### config.mk
export PLATFORM = sky130hd
export DESIGN_NAME = step_dir_gen
export DESIGN_NICKNAME = d
export VERILOG_FILES = /design/src/rtl/step_dir_gen.sv
export SDC_FILE = /design/constraint.sdc
export NUM_CORES = 1
export LEC_CHECK = 0
export ABC_AREA = 1
export BUFFER_PORTS_ARGS = -buffer_cell sky130_fd_sc_hd__buf_2
export CORE_MARGIN = 1
export CORE_UTILIZATION = 35
export DETAILED_ROUTE_END_ITERATION = 6
export GPL_ROUTABILITY_DRIVEN = 1
export PLACE_DENSITY_LB_ADDON = 0.1
export SYNTH_ARGS = -nofsm -noshare
export SYNTH_HDL_FRONTEND = slang
export SYNTH_SLANG_ARGS = --single-unit
### constraint.sdc
create_clock -name clk -period 5.6 [get_ports clk]
set_input_delay 0.28 -clock clk [delete_from_list [all_inputs] [get_ports clk]]
set_output_delay 0.28 -clock clk [all_outputs]
set_load 0.02 [all_outputs]
### src/rtl/step_dir_gen.sv
// Step/direction pulse generator.
// Accepts move commands over valid/ready. Emits fixed-width step pulses at the commanded
// spacing, and keeps dir stable around every step edge.
module step_dir_gen #(
    parameter int unsigned COUNT_W   = 16,
    parameter int unsigned PERIOD_W  = 16,
    parameter int unsigned STEP_HIGH = 4,
    parameter int unsigned DIR_SETUP = 2,
    parameter int unsigned DIR_HOLD  = 2
) (
    input  logic                clk,
    input  logic                reset,
    input  logic                cmd_valid,
    output logic                cmd_ready,
    input  logic                cmd_dir,
    input  logic [COUNT_W-1:0]  cmd_steps,
    input  logic [PERIOD_W-1:0] cmd_period,
    input  logic                abort,
    output logic                step,
    output logic                dir,
    output logic                busy,
    output logic                done,
    output logic [COUNT_W-1:0]  steps_taken
);

    typedef enum logic [1:0] {StIdle, StSetup, StHigh, StLow} state_e;

    // The shortest legal period leaves DIR_HOLD low cycles after each pulse, so a
    // back-to-back command with a new dir still respects hold time.
    localparam logic [PERIOD_W-1:0] MinEff   = PERIOD_W'(STEP_HIGH + DIR_HOLD);
    localparam logic [PERIOD_W-1:0] HighLen  = PERIOD_W'(STEP_HIGH);
    localparam logic [PERIOD_W-1:0] HighCnt  = PERIOD_W'(STEP_HIGH - 1);
    localparam logic [PERIOD_W-1:0] SetupCnt = PERIOD_W'(DIR_SETUP - 1);

    state_e               state_q, state_d;
    logic [PERIOD_W-1:0]  cnt_q, cnt_d;
    logic [PERIOD_W-1:0]  eff_q, eff_d;
    logic [COUNT_W-1:0]   steps_tgt_q, steps_tgt_d;
    logic [COUNT_W-1:0]   steps_taken_q, steps_taken_d;
    logic                 abort_q, abort_d;
    logic                 step_q, step_d;
    logic                 dir_q, dir_d;
    logic                 done_q, done_d;

    logic [PERIOD_W-1:0]  eff_in;
    logic                 abort_now;

    // Clamp the requested period so the low phase always covers DIR_HOLD.
    always_comb begin
        eff_in = (cmd_period > MinEff) ? cmd_period : MinEff;
    end

    // Next-state logic for the move sequencer and its registered outputs.
    always_comb begin
        state_d       = state_q;
        cnt_d         = cnt_q;
        eff_d         = eff_q;
        steps_tgt_d   = steps_tgt_q;
        steps_taken_d = steps_taken_q;
        abort_d       = abort_q;
        step_d        = step_q;
        dir_d         = dir_q;
        done_d        = 1'b0;
        // An abort in the final cycle of a phase still takes effect at that boundary.
        abort_now     = abort_q | abort;

        unique case (state_q)
            StIdle: begin
                abort_d = 1'b0;
                if (cmd_valid) begin
                    steps_tgt_d   = cmd_steps;
                    eff_d         = eff_in;
                    steps_taken_d = '0;
                    if (cmd_steps == '0) begin
                        done_d = 1'b1;
                    end else if (cmd_dir == dir_q) begin
                        state_d       = StHigh;
                        step_d        = 1'b1;
                        steps_taken_d = COUNT_W'(1);
                        cnt_d         = HighCnt;
                    end else begin
                        state_d = StSetup;
                        dir_d   = cmd_dir;
                        cnt_d   = SetupCnt;
                    end
                end
            end
            StSetup: begin
                abort_d = abort_now;
                if (cnt_q == '0) begin
                    if (abort_now) begin
                        state_d = StIdle;
                        done_d  = 1'b1;
                        abort_d = 1'b0;
                    end else begin
                        state_d       = StHigh;
                        step_d        = 1'b1;
                        steps_taken_d = steps_taken_q + COUNT_W'(1);
                        cnt_d         = HighCnt;
                    end
                end else begin
                    cnt_d = cnt_q - PERIOD_W'(1);
                end
            end
            StHigh: begin
                // A pulse in flight is never truncated; abort only gets recorded.
                abort_d = abort_now;
                if (cnt_q == '0) begin
                    state_d = StLow;
                    step_d  = 1'b0;
                    cnt_d   = eff_q - HighLen - PERIOD_W'(1);
                end else begin
                    cnt_d = cnt_q - PERIOD_W'(1);
                end
            end
            StLow: begin
                abort_d = abort_now;
                if (cnt_q == '0) begin
                    if ((steps_taken_q == steps_tgt_q) || abort_now) begin
                        state_d = StIdle;
                        done_d  = 1'b1;
                        abort_d = 1'b0;
                    end else begin
                        state_d       = StHigh;
                        step_d        = 1'b1;
                        steps_taken_d = steps_taken_q + COUNT_W'(1);
                        cnt_d         = HighCnt;
                    end
                end else begin
                    cnt_d = cnt_q - PERIOD_W'(1);
                end
            end
            default: begin
                state_d = StIdle;
                step_d  = 1'b0;
            end
        endcase
    end

    // State and output registers; reset drops step and dir immediately.
    always_ff @(posedge clk or posedge reset) begin
        if (reset) begin
            state_q       <= StIdle;
            cnt_q         <= '0;
            eff_q         <= MinEff;
            steps_tgt_q   <= '0;
            steps_taken_q <= '0;
            abort_q       <= 1'b0;
            step_q        <= 1'b0;
            dir_q         <= 1'b0;
            done_q        <= 1'b0;
        end else begin
            state_q       <= state_d;
            cnt_q         <= cnt_d;
            eff_q         <= eff_d;
            steps_tgt_q   <= steps_tgt_d;
            steps_taken_q <= steps_taken_d;
            abort_q       <= abort_d;
            step_q        <= step_d;
            dir_q         <= dir_d;
            done_q        <= done_d;
        end
    end

    // Handshake and status outputs.
    always_comb begin
        cmd_ready   = (state_q == StIdle);
        busy        = (state_q != StIdle);
        step        = step_q;
        dir         = dir_q;
        done        = done_q;
        steps_taken = steps_taken_q;
    end

endmodule

==> flow_metrics.py <==
metrics = {
    "run_status": {
        "status": "finished, final reports clean",
    },
    "floorplan": {
        "die_height_um": 116,
        "floorplan.die_area_mm2": 0.0135,
        "floorplan.initialDensity_pct": 36.1,
        "die-width_um": 116,
        "io_pins": 58,
        "coreArea_mm2": 0.0127,
        "placement_rows": 41,
    },
    "route": {
        "drt-vias-per-instance": 4.79,
        "antenna_left": 0,
        "wl_per_cell_um": 13.4,
        "firstDrtPassIters": 5,
        "drc": 0,
        "via_count": 4382,
        "detail_route.iter0.violations": 276,
        "drt-total-wl_mm": 12.3,
    },
    "clock_network": {
        "path_clk_slew_ns": 0.06,
        "numCtsBuffers": 9,
        "cts_tree": "done",
        "cts-htree-levels": 3,
        "cts_max_path_buffers": 2,
        "post_cts.repair.setup_buffers": 0,
        "numClockSinks": 70,
        "insertion_delay_ns": 0.35,
        "hold_buffers": 0,
        "clock_tree.root_cell": "clkbuf_16",
        "post_cts.resized_instances": 0,
    },
    "placed_design": {
        "routabilityCongestion": 0.865,
        "detailed_place_hpwl_mm": 9.05,
        "placement.io_buffers": 57,
    },
    "global_route": {
        "wire_length_of_the_first_global_routing_pass_mm": 20.7,
        "grt_pass1_vias": 4074,
        "grt_util_all_layers_pct": 20.1,
        "antenna_found_initial": 0,
        "largest_net_degree_at_the_start_of_global_routing": 71,
        "grt_overflow": 0,
    },
    "final_layout": {
        "area_delta_synth_final_pct": 15.7,
        "seqCellArea_mm2": 0.00175,
        "nets": 778,
        "layout-drive-gt1-share_pct": 13.9,
        "multi_input_comb_area_mm2": 0.00237,
        "diode_count": 0,
        "mostFrequentLayoutCell": "nand2_1",
        "layout.filler_cells": 1398,
        "layout.cells.most_common_list": "nand2_1 (224), inv_1 (88), nor2_1 (70)",
    },
    "logic_synthesis": {
        "yosys_register_bits": 70,
        "area_share_of_the_largest_cell_type_after_synthesis_pct": 37.2,
        "syn_area_mm2": 0.00457,
        "nets_in_the_synthesized_netlist": 724,
        "synth_sequential_area_ratio_pct": 38.4,
        "synth.yosys.warnings": 0,
        "netlist-cell-type-count": 34,
        "synth_top_cell_by_area": "dfrtp_1",
        "synthesis.instances": 683,
        "synth_top_cells_by_area": "dfrtp_1 (37%), nand2_1 (18%), inv_1 (7.3%)",
        "syn_area_per_cell_um2": 6.69,
    },
    "timing": {
        "max_freq_ghz": 0.412,
        "fin_skew_ns": 0.00781,
        "rsz0062_at_grt": "no",
        "final-setup-viol-count": 0,
        "final_period_minus_worst_setup_slack_ns": 2.43,
        "timing.final.crit_share_pct": 43.4,
        "worst-slew-pin-transition_ns": 0.932,
        "maxSlewViolCount": 0,
        "setup_tns_ns": 0,
        "relSlewSlack_pct": 37.9,
        "report.final.hold_viol_count": 0,
    },
    "setup_path": {
        "reg2regPathDepth": 6,
        "cp-endpoint": "busy",
        "worst-setup-path-type": "reg -> out",
        "timing.critical_path.from_type": "flip-flop",
        "worstReg2RegEnd": "eff_q[0]",
        "crit_path_start": "state_q[0]",
        "timing.critical_path.required_ns": 5.32,
        "regToRegStartpoint": "state_q[0]",
        "critPathMaxFanout": 27,
        "end_kind": "output port",
        "reg2reg_slack_ns": 3.17,
        "arrival_ns": 2.15,
    },
    "power": {
        "power_density_mw_per_mm2": 213,
        "total_power_mw": 1.13,
        "worst_ir_drop_vdd_mv": 0.153,
        "power_leakage_nw": 2.57,
    },
    "hold_path": {
        "timing.hold.worst.class": "in -> reg",
        "number_of_cells_traversed_by_the_worst_hold_path": 3,
    },
    "run": {
        "cap_viol_max_count": 0,
    },
}
through the flow:
stage / worst slack (ns) / hold slack (ns) / cell area, um2 / std cells / utilization, %
floorplan: 3.56 / 0.390 / 4570 / 683 / -
global placement: 3.28 / 0.460 / 4990 / 898 / 39.4
detailed placement: 3.18 / 0.463 / 4990 / 898 / 39.4
CTS: 3.16 / 0.135 / 5290 / 914 / 41.7
global route: 2.90 / 0.156 / 5290 / 914 / 41.7
finish: 3.17 / 0.152 / 5290 / 914 / 41.7
worst min-delay path by stage:
stage	start	end
3_3_place_gp	step	step
3_5_place_dp	step	step
2_1_floorplan	cmd_period[14]	eff_q[14]
4_1_cts	cmd_period[8]	eff_q[8]
6_report	cmd_period[14]	eff_q[14]
5_1_grt	cmd_period[8]	eff_q[8]
critical path: stages (launching register included):
cell     delay (ns)
dfrtp_1        0.95
nor2_2         0.21
inv_1          0.39
buf_2          0.25
layer usage:
| metal | vias up | GRT usage, % | share of wire (%) |
|---|---|---|---|
| li1 | 2281 | - | - |
| met1 | 1992 | 29.7 | 53 |
| met2 | 100 | 29.1 | 42 |
| met3 | 9 | 4.00 | 4.4 |
| met4 | 0 | 6.32 | 1.1 |
| met5 | - | 0 | 0 |
report_power, final:
group	total (mW)	leakage [nW]	switching, mW	internal, mW
Clock	0.590	0.142	0.233	0.357
Combinational	0.0317	1.58	0.0203	0.0114
Sequential	0.506	0.847	0.00000000000000000865	0.506
Total	1.13	2.57	0.253	0.874
registers in the layout, indices dropped and copies added (netlist names):
register     count
abort_q          1
eff_q           16
state_q          2
steps_taken     16
dir              1
steps_tgt_q     16
step             1
cnt_q           16
done             1
cell usage after synthesis:
library cell / instances
buf_6: 4
nand4_1: 17
a22oi_1: 2
inv_1: 89
mux2_2: 1
xnor2_1: 7
nor2_2: 5
xor2_1: 12
a21o_1: 1
nand3_1: 55
nand2_1: 224
ha_1: 4
o211ai_1: 4
nand2_4: 2
o21ai_0: 43
nand3_2: 2
nor3_1: 16
inv_2: 4
nor2_1: 70
nand2_2: 5
o22ai_1: 1
dfstp_2: 2
o21ai_2: 1
dfrtp_1: 68
a31oi_1: 3
nand3b_1: 2
or2_2: 5
nor3_4: 1
clkbuf_1: 7
buf_4: 1
nor4_1: 1
o21ai_1: 16
a21oi_1: 4
buf_2: 4
kinds of logic after synthesis:
group           synth area share (%)
compound gates                  8.79
xor+xnor                        3.64
fa+ha+maj                       1.10
buf+inv                         9.80
flops                           38.4
mux                            0.246
simple gates                    38.1
final cells by class:
cell class                      instances  share of cell area [%]
Inverter                               93                    6.60
Sequential cell                        70                    33.2
Clock inverter                          5                    1.11
Multi-Input combinational cell        504                    44.8
Tap cell                              172                    4.07
Clock buffer                           11                    4.59
Timing Repair Buffer                   59                    5.68
Power figures use the tool's default switching activity.
